$ cat config.mk
export PLATFORM = sky130hd
export DESIGN_NAME = game_ctrl_flat
export DESIGN_NICKNAME = d
export VERILOG_FILES = /design/src/rtl/game_pkg.sv /design/src/rtl/game_ctrl_if.sv /design/src/rtl/game_ctrl_line_clear.sv /design/src/rtl/game_ctrl.sv /design/src/flat_wrapper.sv
export SDC_FILE = /design/constraint.sdc
export NUM_CORES = 1
export LEC_CHECK = 0
export ABC_AREA = 1
export CAP_MARGIN = 5
export CORE_MARGIN = 2
export CORE_UTILIZATION = 45
export DETAILED_ROUTE_END_ITERATION = 7
export GPL_TIMING_DRIVEN = 0
export PLACE_DENSITY = 0.72
export SYNTH_ARGS = -nofsm -noshare
export SYNTH_HDL_FRONTEND = slang
export SYNTH_HIERARCHICAL = 1
export SYNTH_SLANG_ARGS = --single-unit
$ cat constraint.sdc
create_clock -name clk -period 5.56 [get_ports clk]
set_input_delay 0.556 -clock clk [delete_from_list [all_inputs] [get_ports clk]]
set_output_delay 0.556 -clock clk [all_outputs]
set_load 0.01 [all_outputs]
$ cat src/rtl/game_pkg.sv
// Shared types and constants for the two-row tile game controller.
package game_pkg;

   localparam int ROW_W   = 10;
   localparam int COL_W   = 4;
   localparam int SCORE_W = 8;
   localparam int TILE_W  = 4;

   localparam logic [TILE_W-1:0] TILE_I = 4'd0;

   typedef enum logic [2:0] {
      ST_IDLE,
      ST_FETCH,
      ST_REQ,
      ST_PLACE,
      ST_CLEAR,
      ST_OVER
   } state_t;

   // Occupancy mask of a tile whose leftmost column is col; column 0 is the MSB.
   function automatic logic [ROW_W-1:0] span_mask(input logic is_i, input logic [COL_W-1:0] col);
      logic [ROW_W-1:0] base;
      base = is_i ? {4'hF, {(ROW_W-4){1'b0}}} : {2'b11, {(ROW_W-2){1'b0}}};
      return base >> col;
   endfunction

endpackage

$ cat src/rtl/game_ctrl_if.sv
// Tile fetch, client placement handshake and game status bundle.
interface game_ctrl_if;
   import game_pkg::*;

   logic                 start;
   logic                 tile_valid;
   logic [TILE_W-1:0]    tile_in;
   logic                 tile_ready;
   logic                 req_to_client;
   logic [TILE_W-1:0]    cur_block;
   logic [ROW_W-1:0]     row1_info;
   logic [ROW_W-1:0]     row2_info;
   logic                 resp_from_client;
   logic [COL_W-1:0]     opt_col;
   logic [1:0]           opt_rotation;
   logic [SCORE_W-1:0]   score;
   logic                 game_over;
   logic                 timeout;

   modport slave (
      input  start, tile_valid, tile_in, resp_from_client, opt_col, opt_rotation,
      output tile_ready, req_to_client, cur_block, row1_info, row2_info, score, game_over, timeout
   );

   modport master (
      output start, tile_valid, tile_in, resp_from_client, opt_col, opt_rotation,
      input  tile_ready, req_to_client, cur_block, row1_info, row2_info, score, game_over, timeout
   );

endinterface

$ cat src/rtl/game_ctrl_line_clear.sv
// Combinational row compaction: removes full rows and reports how many were cleared.
module line_clear
   import game_pkg::*;
(
   input  logic [ROW_W-1:0] row1,
   input  logic [ROW_W-1:0] row2,
   output logic [ROW_W-1:0] new_row1,
   output logic [ROW_W-1:0] new_row2,
   output logic [1:0]       cleared
);

   logic full1;
   logic full2;

   assign full1 = &row1;
   assign full2 = &row2;

   // NOTE: every output gets a default first so no path leaves a latch behind.
   always_comb begin
      new_row1 = row1;
      new_row2 = row2;
      cleared  = 2'd0;
      if (full1 && full2) begin
         new_row1 = '0;
         new_row2 = '0;
         cleared  = 2'd2;
      end else if (full1) begin
         new_row1 = row2;
         new_row2 = '0;
         cleared  = 2'd1;
      end else if (full2) begin
         new_row2 = '0;
         cleared  = 2'd1;
      end
   end

endmodule

$ cat src/rtl/game_ctrl.sv
// Two-row tile game controller: fetch tile, ask client for placement, place, clear lines.
// Optional request timeout enabled by defining GAME_CTRL_TIMEOUT_EN.
module game_ctrl
   import game_pkg::*;
#(
   parameter int TIMEOUT = 15
) (
   input  logic       clk,
   input  logic       rst,
   game_ctrl_if.slave bus
);

   localparam logic [7:0]       REQ_LAST  = 8'(TIMEOUT - 1);
   localparam logic [COL_W-1:0] I_MAX_COL = COL_W'(ROW_W - 4);
   localparam logic [COL_W-1:0] O_MAX_COL = COL_W'(ROW_W - 2);

   state_t               state, state_nxt;
   logic [TILE_W-1:0]    cur_block;
   logic [ROW_W-1:0]     row1, row2;
   logic [ROW_W-1:0]     put_row1, put_row2;
   logic [ROW_W-1:0]     clr_row1, clr_row2;
   logic [1:0]           clr_cnt;
   logic [SCORE_W-1:0]   score;
   logic [SCORE_W:0]     score_sum;
   logic [COL_W-1:0]     col_q;
   logic [1:0]           rot_q;
   logic [7:0]           req_cnt;
   logic                 resp_take;
   logic                 req_done;
   logic                 is_i;
   logic                 place_ok;
   logic [ROW_W-1:0]     mask;
   logic                 free1, free2;

   // The first REQ cycle has req_cnt == 0, so a response there is never taken.
   assign resp_take = (state == ST_REQ) && (req_cnt != 8'd0) && bus.resp_from_client;

`ifdef GAME_CTRL_TIMEOUT_EN
   logic tmo_hit;
   logic timeout_q;

   assign tmo_hit  = (state == ST_REQ) && !resp_take && (req_cnt == REQ_LAST);
   assign req_done = resp_take || tmo_hit;

   always_ff @(posedge clk) begin
      if (rst)          timeout_q <= 1'b0;
      else if (tmo_hit) timeout_q <= 1'b1;
   end

   assign bus.timeout = timeout_q;
`else
   assign req_done    = resp_take;
   assign bus.timeout = 1'b0;
`endif

   line_clear u_clear (
      .row1     (row1),
      .row2     (row2),
      .new_row1 (clr_row1),
      .new_row2 (clr_row2),
      .cleared  (clr_cnt)
   );

   assign score_sum = {1'b0, score} + {{(SCORE_W-1){1'b0}}, clr_cnt};

   always_comb begin
      is_i     = (cur_block == TILE_I);
      mask     = span_mask(is_i, col_q);
      free1    = (row1 & mask) == '0;
      free2    = (row2 & mask) == '0;
      place_ok = 1'b0;
      put_row1 = row1;
      put_row2 = row2;
      if (is_i) begin
         if (col_q <= I_MAX_COL && rot_q == 2'd0) begin
            if (free1 && free2) begin
               put_row1 = row1 | mask;
               place_ok = 1'b1;
            end else if (free2) begin
               put_row2 = row2 | mask;
               place_ok = 1'b1;
            end
         end
      end else if (col_q <= O_MAX_COL && free1 && free2) begin
         put_row1 = row1 | mask;
         put_row2 = row2 | mask;
         place_ok = 1'b1;
      end
   end

   always_comb begin
      state_nxt         = state;
      bus.tile_ready    = (state == ST_FETCH);
      bus.req_to_client = (state == ST_REQ);
      bus.game_over     = (state == ST_OVER);
      case (state)
         ST_IDLE:  if (bus.start)      state_nxt = ST_FETCH;
         ST_FETCH: if (bus.tile_valid) state_nxt = ST_REQ;
         ST_REQ:   if (req_done)       state_nxt = ST_PLACE;
         ST_PLACE: state_nxt = place_ok ? ST_CLEAR : ST_OVER;
         ST_CLEAR: state_nxt = ST_FETCH;
         ST_OVER:  if (bus.start)      state_nxt = ST_FETCH;
         default:  state_nxt = ST_IDLE;
      endcase
   end

   // NOTE: sequential state uses non-blocking assignments so all registers update together.
   always_ff @(posedge clk) begin
      if (rst) begin
         state     <= ST_IDLE;
         cur_block <= '0;
         row1      <= '0;
         row2      <= '0;
         score     <= '0;
         col_q     <= '0;
         rot_q     <= '0;
         req_cnt   <= '0;
      end else begin
         state <= state_nxt;
         case (state)
            ST_FETCH: if (bus.tile_valid) begin
               cur_block <= bus.tile_in;
               req_cnt   <= '0;
            end
            ST_REQ: begin
               if (resp_take) begin
                  col_q <= bus.opt_col;
                  rot_q <= bus.opt_rotation;
               end else if (req_done) begin
                  col_q <= '0;
                  rot_q <= '0;
               end else if (req_cnt < REQ_LAST) begin
                  req_cnt <= req_cnt + 8'd1;
               end
            end
            ST_PLACE: if (place_ok) begin
               row1 <= put_row1;
               row2 <= put_row2;
            end
            ST_CLEAR: begin
               row1  <= clr_row1;
               row2  <= clr_row2;
               score <= score_sum[SCORE_W] ? '1 : score_sum[SCORE_W-1:0];
            end
            ST_OVER: if (bus.start) begin
               row1 <= '0;
               row2 <= '0;
            end
            default: ;
         endcase
      end
   end

   assign bus.cur_block = cur_block;
   assign bus.row1_info = row1;
   assign bus.row2_info = row2;
   assign bus.score     = score;

endmodule
$ cat src/flat_wrapper.sv
// flat-port wrapper written by rule: the top's interface ports become plain ports
module game_ctrl_flat import game_pkg::*;
#(
   parameter int TIMEOUT = 15
)
  (clk, rst, bus_start, bus_tile_valid, bus_tile_in, bus_resp_from_client, bus_opt_col, bus_opt_rotation, bus_tile_ready, bus_req_to_client, bus_cur_block, bus_row1_info, bus_row2_info, bus_score, bus_game_over, bus_timeout);
  game_ctrl_if bus_i ();
  input  logic clk;
  input  logic rst;
  input wire logic [$bits(bus_i.start)-1:0] bus_start;
  input wire logic [$bits(bus_i.tile_valid)-1:0] bus_tile_valid;
  input wire logic [$bits(bus_i.tile_in)-1:0] bus_tile_in;
  input wire logic [$bits(bus_i.resp_from_client)-1:0] bus_resp_from_client;
  input wire logic [$bits(bus_i.opt_col)-1:0] bus_opt_col;
  input wire logic [$bits(bus_i.opt_rotation)-1:0] bus_opt_rotation;
  output wire logic [$bits(bus_i.tile_ready)-1:0] bus_tile_ready;
  output wire logic [$bits(bus_i.req_to_client)-1:0] bus_req_to_client;
  output wire logic [$bits(bus_i.cur_block)-1:0] bus_cur_block;
  output wire logic [$bits(bus_i.row1_info)-1:0] bus_row1_info;
  output wire logic [$bits(bus_i.row2_info)-1:0] bus_row2_info;
  output wire logic [$bits(bus_i.score)-1:0] bus_score;
  output wire logic [$bits(bus_i.game_over)-1:0] bus_game_over;
  output wire logic [$bits(bus_i.timeout)-1:0] bus_timeout;
  assign bus_i.start = bus_start;
  assign bus_i.tile_valid = bus_tile_valid;
  assign bus_i.tile_in = bus_tile_in;
  assign bus_i.resp_from_client = bus_resp_from_client;
  assign bus_i.opt_col = bus_opt_col;
  assign bus_i.opt_rotation = bus_opt_rotation;
  assign bus_tile_ready = bus_i.tile_ready;
  assign bus_req_to_client = bus_i.req_to_client;
  assign bus_cur_block = bus_i.cur_block;
  assign bus_row1_info = bus_i.row1_info;
  assign bus_row2_info = bus_i.row2_info;
  assign bus_score = bus_i.score;
  assign bus_game_over = bus_i.game_over;
  assign bus_timeout = bus_i.timeout;
  game_ctrl #(.TIMEOUT(TIMEOUT)) u_core (.clk(clk), .rst(rst), .bus(bus_i));
endmodule
==> results.yml, run 1 <==
clock_tree:
  cts_tree: "built"
  h-tree-depth: 2
  max-clock-path-buffers: 2
  cts_hold_buf: 0
  clk_latency_ns: 0.31
  ctsResizeCount: 0
  cts_buffers: 5
  post-cts-setup-buffer-count: 0
  cts.sinks: 49
  clockRootBuffer: "clkbuf_8"
  path_clk_slew_ns: 0.10
final_layout:
  areaGrowthSynthToFinish_pct: 22.9
  design_area_sq_um: 4020
  drive_gt1_share_pct: 7.81
  antenna_cells: 0
  nets: 623
global_routing:
  grt_pass1_vias: 3106
  grtUsageTotal_pct: 22.4
  grt_pass1_wl_um: 14200
  grt_overflow: 0
  grt_max_degree: 16
  antenna_found_initial: 0
routing:
  drcViolationCount: 0
  wl_per_cell_um: 12.4
  routed_wl_um: 8700
  drt-initial-drc-count: 214
  viasPerCell: 5.00
  vias: 3502
  dr.pass1.iters: 5
  drtAntennaViolNets: 0
die:
  coreArea_sq_um: 7140
  placement_rows: 31
  start_util_pct: 45.8
  die_w_um: 89.3
  die_h_um: 89.3
  die_area_sq_um: 7970
  num_io_pins: 51
run:
  cap_violations: 0
setup_path:
  cp.required_ns: 5.81
  end_kind: "flip-flop"
  start_kind: "flip-flop"
  cp_max_fo: 10
  arrival_ns: 3.08
  critPathKind: "reg -> reg"
timing:
  finalHoldViolCount: 0
  skew_ns: 0.0153
  max_freq_ghz: 0.353
  slew_violations: 0
  min_period_over_period_pct: 50.9
  tns_ns: 0
  timing.final.crit_period_ns: 2.83
  rsz0062_at_grt: "false"
  final-setup-viol-count: 0
synth:
  synth_cell_types: 35
  synthFlopType: "dfxtp_1"
  synth.net_count: 567
  yosysWarnings: 6
  synthArstFlopShare_pct: 0
  ys_seq_elements: 49
  synthCells: 545
  synth_enable_flop_cells: 0
  synth_area_sq_um: 3270
  ys_seq_area_share_pct: 30.0
  syn_avg_cell_area_sq_um: 6.00
place:
  dp_hpwl_um: 6550
  portBuffers: 49
  place.gp.congestion: 0.915
  dpl_cell_area_sq_um: 3880
power:
  p_per_area_nw_per_um2: 332
  power.total_mw: 1.33
  peakVddDrop_v: 0.000177
  leakagePower_nw: 1.94
run_status:
  status: "complete, no violations"
min_path:
  hp-class: "reg -> reg"
synth_stat cells (5+ instances only):
cell,instances,area [sq um]
nand4_1,11,68.8
inv_1,68,255
a21oi_1,23,115
nand3_1,29,145
clkbuf_1,6,22.5
nand2_1,153,574
nand2_2,12,75.1
ha_1,6,75.1
o21ai_0,33,165
dfxtp_1,49,981
nor2_4,5,56.3
nor2_1,105,394
registers in the layout, summed over array words and instances (netlist names):
| name | cells |
|---|---|
| u_core/state | 3 |
| u_core/req_cnt | 8 |
| u_core/bus.score | 8 |
| u_core/col_q | 4 |
| u_core/bus.row1_info | 10 |
| u_core/bus.cur_block | 4 |
| u_core/bus.row2_info | 10 |
| u_core/rot_q | 2 |
power by group:
| part | internal (mW) | switching, mW | leakage, nW |
|---|---|---|---|
| clock network | 0.179 | 0.129 | 0.0681 |
| logic | 0.234 | 0.314 | 1.48 |
| registers | 0.399 | 0.0792 | 0.397 |
| total | 0.811 | 0.522 | 1.94 |
worst max-delay path: stages, from the launching register on:
cell and delay, ns:
dfxtp_1 0.49, nand2_1 0.14, nor2_4 0.18, nand3_4 0.16, buf_6 0.19, inv_1 0.08
ha_1 0.14, ha_1 0.16, inv_1 0.05, fa_1 0.35, inv_1 0.10, nand4_1 0.14
inv_1 0.10, nand4_1 0.17, o21ai_0 0.13, o21ai_0 0.10, inv_1 0.07
per-stage QoR:
stage                     utilization, %  setup slack, ns  cells  hold slack [ns]
after global placement              54.4             2.89    693            0.427
after detailed placement            54.4             2.80    693            0.432
after floorplan                        -             3.18    545            0.419
after global routing                56.3             2.50    701            0.463
final                               56.3             2.73    701            0.448
after CTS                           56.3             2.74    701            0.451
layout make-up:
class	instances	area, sq um
Fill cell	771	3120
Multi-Input combinational cell	406	1910
Clock buffer	5	68.8
Tap cell	99	124
Sequential cell	49	981
Buffer	16	100
Inverter	74	278
Clock inverter	3	65.1
Timing Repair Buffer	49	490
logic make-up (layout without fill, tap and decap cells):
group	Yosys count	after routing	share of synthesized area, %
other cells	1	1	0.115
flops	49	49	30.0
compound gates	66	66	10.8
xor+xnor	1	1	0.268
simple gates	331	331	44.3
buf+inv	90	147	11.6
fa+ha+maj	7	7	2.91
worst paths after layout:
check	cells past startpoint	end	start	slack [ns]
setup / recovery	16	u_core/bus.score[3]$_SDFFE_PP0N_	u_core/bus.row1_info[0]$_SDFFE_PP0P_	2.73
hold reg to reg	2	u_core/req_cnt[5]$_SDFFE_PP0P_	u_core/req_cnt[5]$_SDFFE_PP0P_	0.45
hold / removal	2	u_core/req_cnt[5]$_SDFFE_PP0P_	u_core/req_cnt[5]$_SDFFE_PP0P_	0.45
setup reg to reg	16	u_core/bus.score[3]$_SDFFE_PP0N_	u_core/bus.row1_info[0]$_SDFFE_PP0P_	2.73
cells in the final DEF (no fill, tap or decap), types with 2 or more instances in the layout:
cell type and n:
nor3_1 4, clkbuf_8 5, ha_1 6, clkinv_1 3
inv_2 3, clkbuf_1 6, buf_6 4, nand4_1 11
buf_2 4, nand2_2 12, nor2_2 2, a21o_1 2
inv_1 68, o21ai_0 33, a211oi_1 3, nand4_2 2
dfxtp_1 49, bufinv_16 2, a21oi_1 23, nor2_4 5
nand3_1 29, clkdlybuf4s50_1 49, a31oi_1 2, nand2_1 153
nor2_1 105, nor4_1 4
routing by layer:
layer	track usage, %	vias up	routed length, um
met2	37.9	135	4130
met1	29.9	1546	3990
met4	6.38	0	103
met5	0	-	0
met3	2.95	12	465
li1	-	1809	-
(Power assumes the default switching activity.)
==> inputs of run 2 (changes only) <==
--- a/config.mk
+++ b/config.mk
@@ -11,7 +11,7 @@
 export CORE_UTILIZATION = 45
 export DETAILED_ROUTE_END_ITERATION = 7
 export GPL_TIMING_DRIVEN = 0
-export PLACE_DENSITY = 0.72
+export PLACE_DENSITY = 0.74
 export SYNTH_ARGS = -nofsm -noshare
 export SYNTH_HDL_FRONTEND = slang
 export SYNTH_HIERARCHICAL = 1
==> constraint.sdc (replaced) <==
create_clock -name clk -period 2.56 [get_ports clk]
set_input_delay 0.256 -clock clk [delete_from_list [all_inputs] [get_ports clk]]
set_output_delay 0.256 -clock clk [all_outputs]
set_load 0.01 [all_outputs]
==> results.yml, run 2 (synthesis results as in run 1) <==
setup_path:
  end_kind: "flip-flop"
  critPathKind: "reg -> reg"
  cp_max_fo: 5
  cp.required_ns: 2.82
  start_kind: "flip-flop"
  arrival_ns: 2.64
clock_tree:
  cts_buffers: 5
  max-clock-path-buffers: 2
  cts_tree: "built"
  clockRootBuffer: "clkbuf_8"
  clk_latency_ns: 0.30
  path_clk_slew_ns: 0.09
  h-tree-depth: 2
  cts.sinks: 49
place:
  place.gp.congestion: 0.947
  placed_cells: 693
  dpl_cell_area_sq_um: 3880
  portBuffers: 49
  dp_hpwl_um: 6500
routing:
  drtAntennaViolNets: 0
  routed_wl_um: 8830
  wl_per_cell_um: 12.4
  drt-initial-drc-count: 312
  vias: 3613
  drcViolationCount: 0
  dr.pass1.iters: 5
  viasPerCell: 5.08
die:
  die_h_um: 89.3
  die_area_sq_um: 7970
  start_util_pct: 45.8
  placement_rows: 31
  die_w_um: 89.3
  num_io_pins: 51
  coreArea_sq_um: 7140
power:
  seqPwrFrac_pct: 36.5
  leakagePower_nw: 1.99
  p_switching_mw: 1.14
  p_per_area_nw_per_um2: 693
  switching_share_pct: 39.6
  p_clk_share_pct: 20.6
  intPower_mw: 1.73
  pwr-share-comb_pct: 42.9
  peakVddDrop_v: 0.000378
run_status:
  status: "complete, no violations"
timing:
  final-setup-viol-count: 0
  whs_ns: 0.442
  slew_violations: 0
  max_freq_ghz: 0.420
  finalHoldViolCount: 0
  rsz0062_at_grt: "true"
  skew_ns: 0.00563
  timing.final.crit_period_ns: 2.38
  min_period_over_period_pct: 93.1
  tns_ns: 0
final_layout:
  fillCellCount: 717
  areaGrowthSynthToFinish_pct: 26.4
  antenna_cells: 0
  design_area_sq_um: 4130
  layout_commonest_cell: "nand2_1"
  utilization_pct: 57.9
  layout_common_cells: "nand2_1, nor2_1, inv_1"
  drive_gt1_share_pct: 12.6
  nets: 633
  instances_no_fill: 711
global_routing:
  grt_max_degree: 16
  grt_pass1_wl_um: 14700
  antenna_found_initial: 0
  grt_pass1_vias: 3262
  grtUsageTotal_pct: 23.2
  grt_overflow: 0
min_path:
  hp-class: "reg -> reg"
run:
  cap_violations: 0
run 2: cell types whose count changed in the layout (fill, tap and decap cells not counted), sizes merged:
cell and delta:
clkinv -1, clkinvlp +1, clkbuf +1, bufinv -1, buf +10
run 2: routing by layer:
layer / vias up / global-route usage (%) / part of all wire, %
li1: 1832 / - / -
met3: 14 / 3.23 / 6.1
met1: 1642 / 29.6 / 44
met4: 0 / 5.70 / 1.3
met5: - / 0 / 0
met2: 125 / 41.1 / 49
run 2: critical path: stages (launching register included):
cell and delay, ns:
dfxtp_4 0.39, nand2_2 0.09, nor2_4 0.14, nand3_4 0.10, buf_8 0.14, inv_1 0.08, ha_1 0.14, ha_1 0.15
inv_1 0.06, fa_2 0.33, inv_2 0.07, nand4_1 0.10, inv_1 0.09, nand4_1 0.18, o21ai_1 0.13, o21ai_0 0.08
inv_1 0.06
run 2: metrics by stage:
step	setup slack (ns)	power, mW
floorplan	0.179	1.80
global placement	-0.100	2.20
detailed placement	-0.172	2.24
CTS	0.0232	2.84
global route	-0.0145	3.11
finish	0.178	2.86
run 2: layout make-up:
cell class              count  area (sq um)  area share (%)
clock buffers               6          82.6            2.00
inverters                  74           278            6.72
well taps                  99           124            3.00
flip-flops and latches     49          1020            24.6
multi-input cells         406          1920            46.6
repair buffers             59           566            13.7
plain buffers              16           104            2.51
clock inverters             2          37.5           0.908
run 2: path summary, 6_finish.rpt:
| kind | from | end | slack [ns] | cells past startpoint |
|---|---|---|---|---|
| hold reg to reg | u_core/req_cnt[5]$_SDFFE_PP0P_ | u_core/req_cnt[5]$_SDFFE_PP0P_ | 0.44 | 2 |
| setup / recovery | u_core/bus.row1_info[7]$_SDFFE_PP0P_ | u_core/bus.score[3]$_SDFFE_PP0N_ | 0.18 | 16 |
| setup reg to reg | u_core/bus.row1_info[7]$_SDFFE_PP0P_ | u_core/bus.score[3]$_SDFFE_PP0N_ | 0.18 | 16 |
| hold / removal | u_core/req_cnt[5]$_SDFFE_PP0P_ | u_core/req_cnt[5]$_SDFFE_PP0P_ | 0.44 | 2 |
run 2: what timing repair did:
item / CTS / global route
endpoints found under the hold margin: 0 / 0
resized for setup: 11 / 18
setup buffers: 1 / 9
pin swaps: 1 / 3
endpoints found under the setup margin: 6 / 7
hold buffers: 0 / 0
run 2: power by group through the flow:
stage | combinational [mW] | clock, mW | sequential, mW
final | 1.23 | 0.591 | 1.05
after global routing | 1.40 | 0.641 | 1.07
after CTS | 1.19 | 0.609 | 1.05
after detailed placement | 1.18 | 0 | 1.06
after global placement | 1.15 | 0 | 1.05
after floorplan | 0.761 | 0 | 1.04
